$ cat config.mk
export PLATFORM = sky130hd
export DESIGN_NAME = float_compare_arbiter
export DESIGN_NICKNAME = d
export VERILOG_FILES = /design/src/rtl/float_pkg.sv /design/src/rtl/compare_float.sv /design/src/rtl/float_compare_arbiter.sv
export SDC_FILE = /design/constraint.sdc
export NUM_CORES = 1
export LEC_CHECK = 0
export BUFFER_PORTS_ARGS = -buffer_cell sky130_fd_sc_hd__clkbuf_2
export CORE_ASPECT_RATIO = 1.2
export CORE_MARGIN = 1.5
export CORE_UTILIZATION = 35
export DETAILED_ROUTE_END_ITERATION = 6
export MAX_ROUTING_LAYER = met4
export PLACE_DENSITY = 0.78
export SYNTH_ARGS = -nofsm -noshare
export SYNTH_HDL_FRONTEND = slang
export SYNTH_SLANG_ARGS = --single-unit
$ cat constraint.sdc
create_clock -name clk -period 4.15 [get_ports clk]
set_input_delay 0.2075 -clock clk [delete_from_list [all_inputs] [get_ports clk]]
set_output_delay 0.2075 -clock clk [all_outputs]
set_load 0.01 [all_outputs]
$ cat src/rtl/float_pkg.sv
// Shared operand-format helpers for the float compare arbiter and its comparator.
// Latency: none (types, constants and functions only).
// Backpressure: none (no datapath in this file).
package float_pkg;

  // Default field widths of the sign-magnitude operand: {sign, exponent, mantissa}
  localparam int DEF_EXPONENT = 6;
  localparam int DEF_MANTISSA = 11;

  // Total operand width: one sign bit plus the exponent and mantissa fields
  function automatic int operand_width(input int exponent, input int mantissa);
    return exponent + mantissa + 1;
  endfunction

endpackage

$ cat src/rtl/compare_float.sv
// Sign-magnitude "X greater than Y" comparator shared by all requesters.
// Latency: purely combinational, result is registered by the arbiter.
// Backpressure: none, evaluates whatever operands are muxed in each cycle.
module compare_float
  import float_pkg::*;
#(
  parameter int EXPONENT = DEF_EXPONENT,
  parameter int MANTISSA = DEF_MANTISSA
) (
  input  logic [operand_width(EXPONENT, MANTISSA)-1:0] x,
  input  logic [operand_width(EXPONENT, MANTISSA)-1:0] y,
  output logic                                         gt
);

  localparam int W = operand_width(EXPONENT, MANTISSA);

  logic         sign_x;
  logic         sign_y;
  logic [W-2:0] mag_x;
  logic [W-2:0] mag_y;
  logic         mag_gt;
  logic         both_zero;

  assign sign_x    = x[W-1];
  assign sign_y    = y[W-1];
  assign mag_x     = x[W-2:0];
  assign mag_y     = y[W-2:0];
  assign mag_gt    = (mag_x > mag_y);
  // Only the all-zero-bits pair is special-cased; +0 vs -0 is ordered by sign
  assign both_zero = (x == '0) && (y == '0);

  // Order by sign first; for two negatives the magnitude order is inverted,
  // which deliberately makes equal negatives report "greater".
  always_comb begin
    gt = 1'b0;
    if (!both_zero) begin
      case ({sign_x, sign_y})
        2'b00:   gt = mag_gt;
        2'b01:   gt = 1'b1;
        2'b10:   gt = 1'b0;
        default: gt = !mag_gt;
      endcase
    end
  end

endmodule

$ cat src/rtl/float_compare_arbiter.sv
// Round-robin arbiter sharing one float comparator among NUM_REQ requesters (optional stats: FLOAT_COMPARE_ARBITER_STATS_EN).
// Latency: grant in cycle N, registered rsp_valid/rsp_id/rsp_gt visible in cycle N+1.
// Backpressure: single output slot; no grant while the slot is held, refill in the same cycle it drains.
module float_compare_arbiter
  import float_pkg::*;
#(
  parameter int EXPONENT = DEF_EXPONENT,
  parameter int MANTISSA = DEF_MANTISSA,
  parameter int NUM_REQ  = 4
) (
  input  logic                                                 clk,
  input  logic                                                 reset_n,
  input  logic [NUM_REQ-1:0]                                   req_valid,
  output logic [NUM_REQ-1:0]                                   req_ready,
  input  logic [NUM_REQ*operand_width(EXPONENT, MANTISSA)-1:0] req_x,
  input  logic [NUM_REQ*operand_width(EXPONENT, MANTISSA)-1:0] req_y,
  output logic                                                 rsp_valid,
  input  logic                                                 rsp_ready,
  output logic [$clog2(NUM_REQ)-1:0]                           rsp_id,
  output logic                                                 rsp_gt
`ifdef FLOAT_COMPARE_ARBITER_STATS_EN
  ,
  output logic [15:0]                                          cmp_count
`endif
);

  localparam int W  = operand_width(EXPONENT, MANTISSA);
  localparam int IW = $clog2(NUM_REQ);

  // Round-robin pointer type is private to the arbiter
  typedef logic [IW-1:0] ptr_t;

  ptr_t         ptr;
  ptr_t         gnt_idx;
  ptr_t         ptr_nxt;
  logic         found;
  logic         can_accept;
  logic         grant;
  logic [W-1:0] mux_x;
  logic [W-1:0] mux_y;
  logic         cmp_gt;
  int           search_idx;

  // Slot can take a new result when empty or when it drains this cycle
  assign can_accept = !rsp_valid || rsp_ready;

  // Search requesters starting at ptr, wrapping; first valid one wins
  always_comb begin
    found      = 1'b0;
    gnt_idx    = '0;
    search_idx = 0;
    for (int k = 0; k < NUM_REQ; k++) begin
      search_idx = int'(ptr) + k;
      if (search_idx >= NUM_REQ) begin
        search_idx = search_idx - NUM_REQ;
      end
      if (!found && req_valid[ptr_t'(search_idx)]) begin
        found   = 1'b1;
        gnt_idx = ptr_t'(search_idx);
      end
    end
  end

  // Reset gates the grant so req_ready stays low for the whole reset pulse
  assign grant = found && can_accept && reset_n;

  // One-hot accept towards the winning requester, zero otherwise
  always_comb begin
    req_ready = '0;
    if (grant) begin
      req_ready[gnt_idx] = 1'b1;
    end
  end

  // Steer the winner's operands into the shared comparator
  always_comb begin
    mux_x = '0;
    mux_y = '0;
    for (int i = 0; i < NUM_REQ; i++) begin
      if (gnt_idx == ptr_t'(i)) begin
        mux_x = req_x[i*W +: W];
        mux_y = req_y[i*W +: W];
      end
    end
  end

  // Pointer moves just past the granted index, wrapping at NUM_REQ
  assign ptr_nxt = (gnt_idx == ptr_t'(NUM_REQ - 1)) ? '0 : gnt_idx + 1'b1;

  compare_float #(
    .EXPONENT(EXPONENT),
    .MANTISSA(MANTISSA)
  ) u_compare_float (
    .x (mux_x),
    .y (mux_y),
    .gt(cmp_gt)
  );

  // Output slot: load on grant, drain on consume, id/gt held otherwise
  always_ff @(posedge clk or negedge reset_n) begin
    if (!reset_n) begin
      rsp_valid <= 1'b0;
      rsp_id    <= '0;
      rsp_gt    <= 1'b0;
      ptr       <= '0;
    end else if (grant) begin
      rsp_valid <= 1'b1;
      rsp_id    <= gnt_idx;
      rsp_gt    <= cmp_gt;
      ptr       <= ptr_nxt;
    end else if (rsp_ready) begin
      rsp_valid <= 1'b0;
    end
  end

`ifdef FLOAT_COMPARE_ARBITER_STATS_EN
  // Grant counter that sticks at all-ones instead of wrapping
  always_ff @(posedge clk or negedge reset_n) begin
    if (!reset_n) begin
      cmp_count <= '0;
    end else if (grant && (cmp_count != 16'hFFFF)) begin
      cmp_count <= cmp_count + 16'd1;
    end
  end
`endif

endmodule

==> run summary <==
TritonCTS clock tree - yes
ys async rst share - 1.00
largest cells by area after synthesis - a221oi_1, ha_1, o22ai_1
DRT antenna net count - 0
Worst-Margin Slew - 484 ps
Crit Path Max Fanout - 13
Final Cell Area - 2730 µm²
Tot Pwr - 0.00179 W
Longest Clk Path Bufs - 2
pin count of the biggest net entering global routing - 27
Synth Flop Type - dfrtp_1
die height - 81.8 µm
multiplexer share of the synthesized area - 0.00553
yosys warns - 0
area leader, netlist - a221oi_1
Min Clock Period, post-route - 3850 ps
post-CTS setup repair buffer count - 0
Reg clk slew, reported paths - 40 ps
starting density of the core - 0.366
number of global-route vias before repair - 2374
Distinct cells, synth - 41
outcome - finished, final reports clean
grt total ovfl - 0
Net Count, Synth - 424
n_diodes - 0
Crit. End Element - flop
largest family of logic cells by synthesized area - compound AO/OA/AOI/OAI gates
drt wl/cell - 15.8 µm
Post-Syn Area - 1810 µm²
synthesized-area fraction occupied by and/or/nand/nor cells - 0.194
Via density - 5.82
crit path DAT - 4010 ps
Final Hold Viols - 0
setup TNS - 0 ps
relative slew slack - 0.673
cells after synthesis - 252
Synth-to-Final Area Change - 50.6%
final-report setup violation count - 0
global-route wire length before repair - 10700 µm
fin crit share - 0.928
DR DRC count - 0
I/O pins - 159
Mapped Avg Cell Area - 7.18 µm²
CP Data Required Time - 4310 ps
Post-synth top cells - a221oi_1, o22ai_1, ha_1, nor2_1, o21ai_0
layout cells sized above 1 - 0.461
max-cap viol count - 0
CTS Buf Count - 3
RSZ-0062 raised after global routing - no
Post-Synth Adder-Cell Area - 0.145
Pwr Density - 657 nW/µm²
dominant cell by count in the synthesized netlist - a221oi_1
Iter 0 DRT Violations - 97
HP Class - input port to flop
leakage - 1.38 nW
DRT Wirelength - 7370 µm
Register Area - 150 µm²
die width - 68.6 µm
root buffer cell - clkbuf_8
Worst Skew - 2.11 ps
fill cell count - 457
Synth Area in XOR/XNOR - 0
sequential area share after synthesis - 0.0830
max-slew violation count - 0
fin util - 0.552
Post-synth EDFFs - 0
Post-DP Area - 2660 µm²
DRT Pass-1 Iters - 4
Multi-input gate area - 1520 µm²
Row Count - 28
clk sinks - 6
Synth top area share - 0.145
final net count - 580
flip-flop and latch count after synthesis - 6
GRT Resource Usage Total - 0.255
insertion delay to the later sink of the worst-skew pair - 230 ps
area of the core - 4940 µm²
Clock H-tree levels - 1
PortBufs - 158
Max Freq - 0.260 GHz
hpwl dp - 6160 µm
die area - 5610 µm²
peak supply drop - 0.000337 V
initial antenna violation count - 0
startpoint type of the worst setup path - flop
complex-gate fraction of the synthesized area - 0.485
Vias - 2713
RD Place Congestion - 0.961
crit path kind - flop to flop
-- metrics by stage --
stage,hold slack (ps),setup WS (ps),instances
floorplan,-88.1,288,252
global route,316,26.0,466
global placement,48.1,181,462
detailed placement,54.1,42.6,462
CTS,279,41.3,466
finish,279,299,466
-- path summary, 6_finish.rpt --
check | start | end | slack, ps | cells past startpoint
worst max-delay path | ptr[1]$_DFFE_PN0P_ | rsp_gt$_DFFE_PN0P_ | 300 | 16
worst min-delay path | rsp_ready | rsp_valid$_DFFE_PN0P_ | 280 | 3
worst max register to register | ptr[1]$_DFFE_PN0P_ | rsp_gt$_DFFE_PN0P_ | 300 | 16
worst min register to register | rsp_id[0]$_DFFE_PN0P_ | rsp_id[0]$_DFFE_PN0P_ | 500 | 2
max in group asynchronous | reset_n | rsp_gt$_DFFE_PN0P_ | 3630 | 2
min in group asynchronous | reset_n | ptr[1]$_DFFE_PN0P_ | 350 | 2
-- state kept, by name (all words and copies together) (netlist names) --
signal / flops
rsp_valid: 1
rsp_id: 2
rsp_gt: 1
ptr: 2
-- kinds of logic after synthesis --
kind of cell	count (synthesis)
flops	6
buf+inv	31
fa+ha+maj	21
simple gates	71
mux	1
compound gates	122
-- power by group --
part | internal (W) | switching (W)
registers | 0.0000795 | 0.0000206
clock network | 0.0000626 | 0.0000282
logic | 0.000711 | 0.000888
-- layer usage --
| metal | part of all wire | global-route usage | vias to the layer above |
|---|---|---|---|
| met1 | 0.41 | 0.288 | 1235 |
| met2 | 0.50 | 0.471 | 138 |
| met5 | 0 | - | - |
| met4 | 0.014 | 0.0640 | 0 |
| li1 | - | - | 1330 |
| met3 | 0.071 | 0.0247 | 10 |
-- repair_timing --
| item | 4_1_cts | 5_1_grt |
|---|---|---|
| setup endpoints to repair | 0 | 1 |
| hold buffers | 1 | 0 |
| hold endpoints to repair | 6 | 0 |
| gates resized for setup | 0 | 5 |
-- critical path, stage by stage (launching register included) --
cell      delay (ps)
dfrtp_1          430
mux2i_1          160
a211oi_2         320
inv_1            130
ha_1             210
nor2b_2          160
buf_4            190
a221oi_1         290
nor2_1            90
a21oi_1          230
ha_1             280
and4_1           180
a221o_1          310
a211oi_2         250
nand2_1           70
o311ai_0         280
o31a_1           190
-- cell type report --
class / count / area share
sequential: 6 / 0.0551
clock buffer: 3 / 0.0152
tap: 60 / 0.0275
multi-input combinational: 215 / 0.559
inverter: 10 / 0.0138
timing repair buffer: 172 / 0.330
-- cells in the final DEF, fill, tap and decap left out, types with 2 or more instances in the layout --
| cell | netlist | final |
|---|---|---|
| nand2b_1 | 3 | 3 |
| inv_1 | 9 | 9 |
| o21ai_0 | 21 | 21 |
| clkbuf_8 | 0 | 3 |
| a21oi_1 | 11 | 10 |
| nor3_1 | 3 | 2 |
| and2_1 | 2 | 2 |
| nor2_1 | 21 | 21 |
| nor4_1 | 3 | 3 |
| a211o_1 | 2 | 2 |
| a221oi_1 | 30 | 30 |
| a2bb2oi_1 | 3 | 3 |
| clkbuf_2 | 0 | 158 |
| nand2_1 | 18 | 18 |
| ha_1 | 21 | 21 |
| or2_2 | 6 | 7 |
| a211oi_2 | 0 | 2 |
| a22oi_1 | 3 | 3 |
| nand4_1 | 6 | 6 |
| dfrtp_1 | 6 | 6 |
| o31a_1 | 4 | 4 |
| o221ai_1 | 2 | 2 |
| a221o_1 | 7 | 7 |
| buf_4 | 2 | 13 |
| o22ai_1 | 27 | 27 |
| o21a_1 | 6 | 6 |
Note: power is estimated with default switching activity, not from simulation.
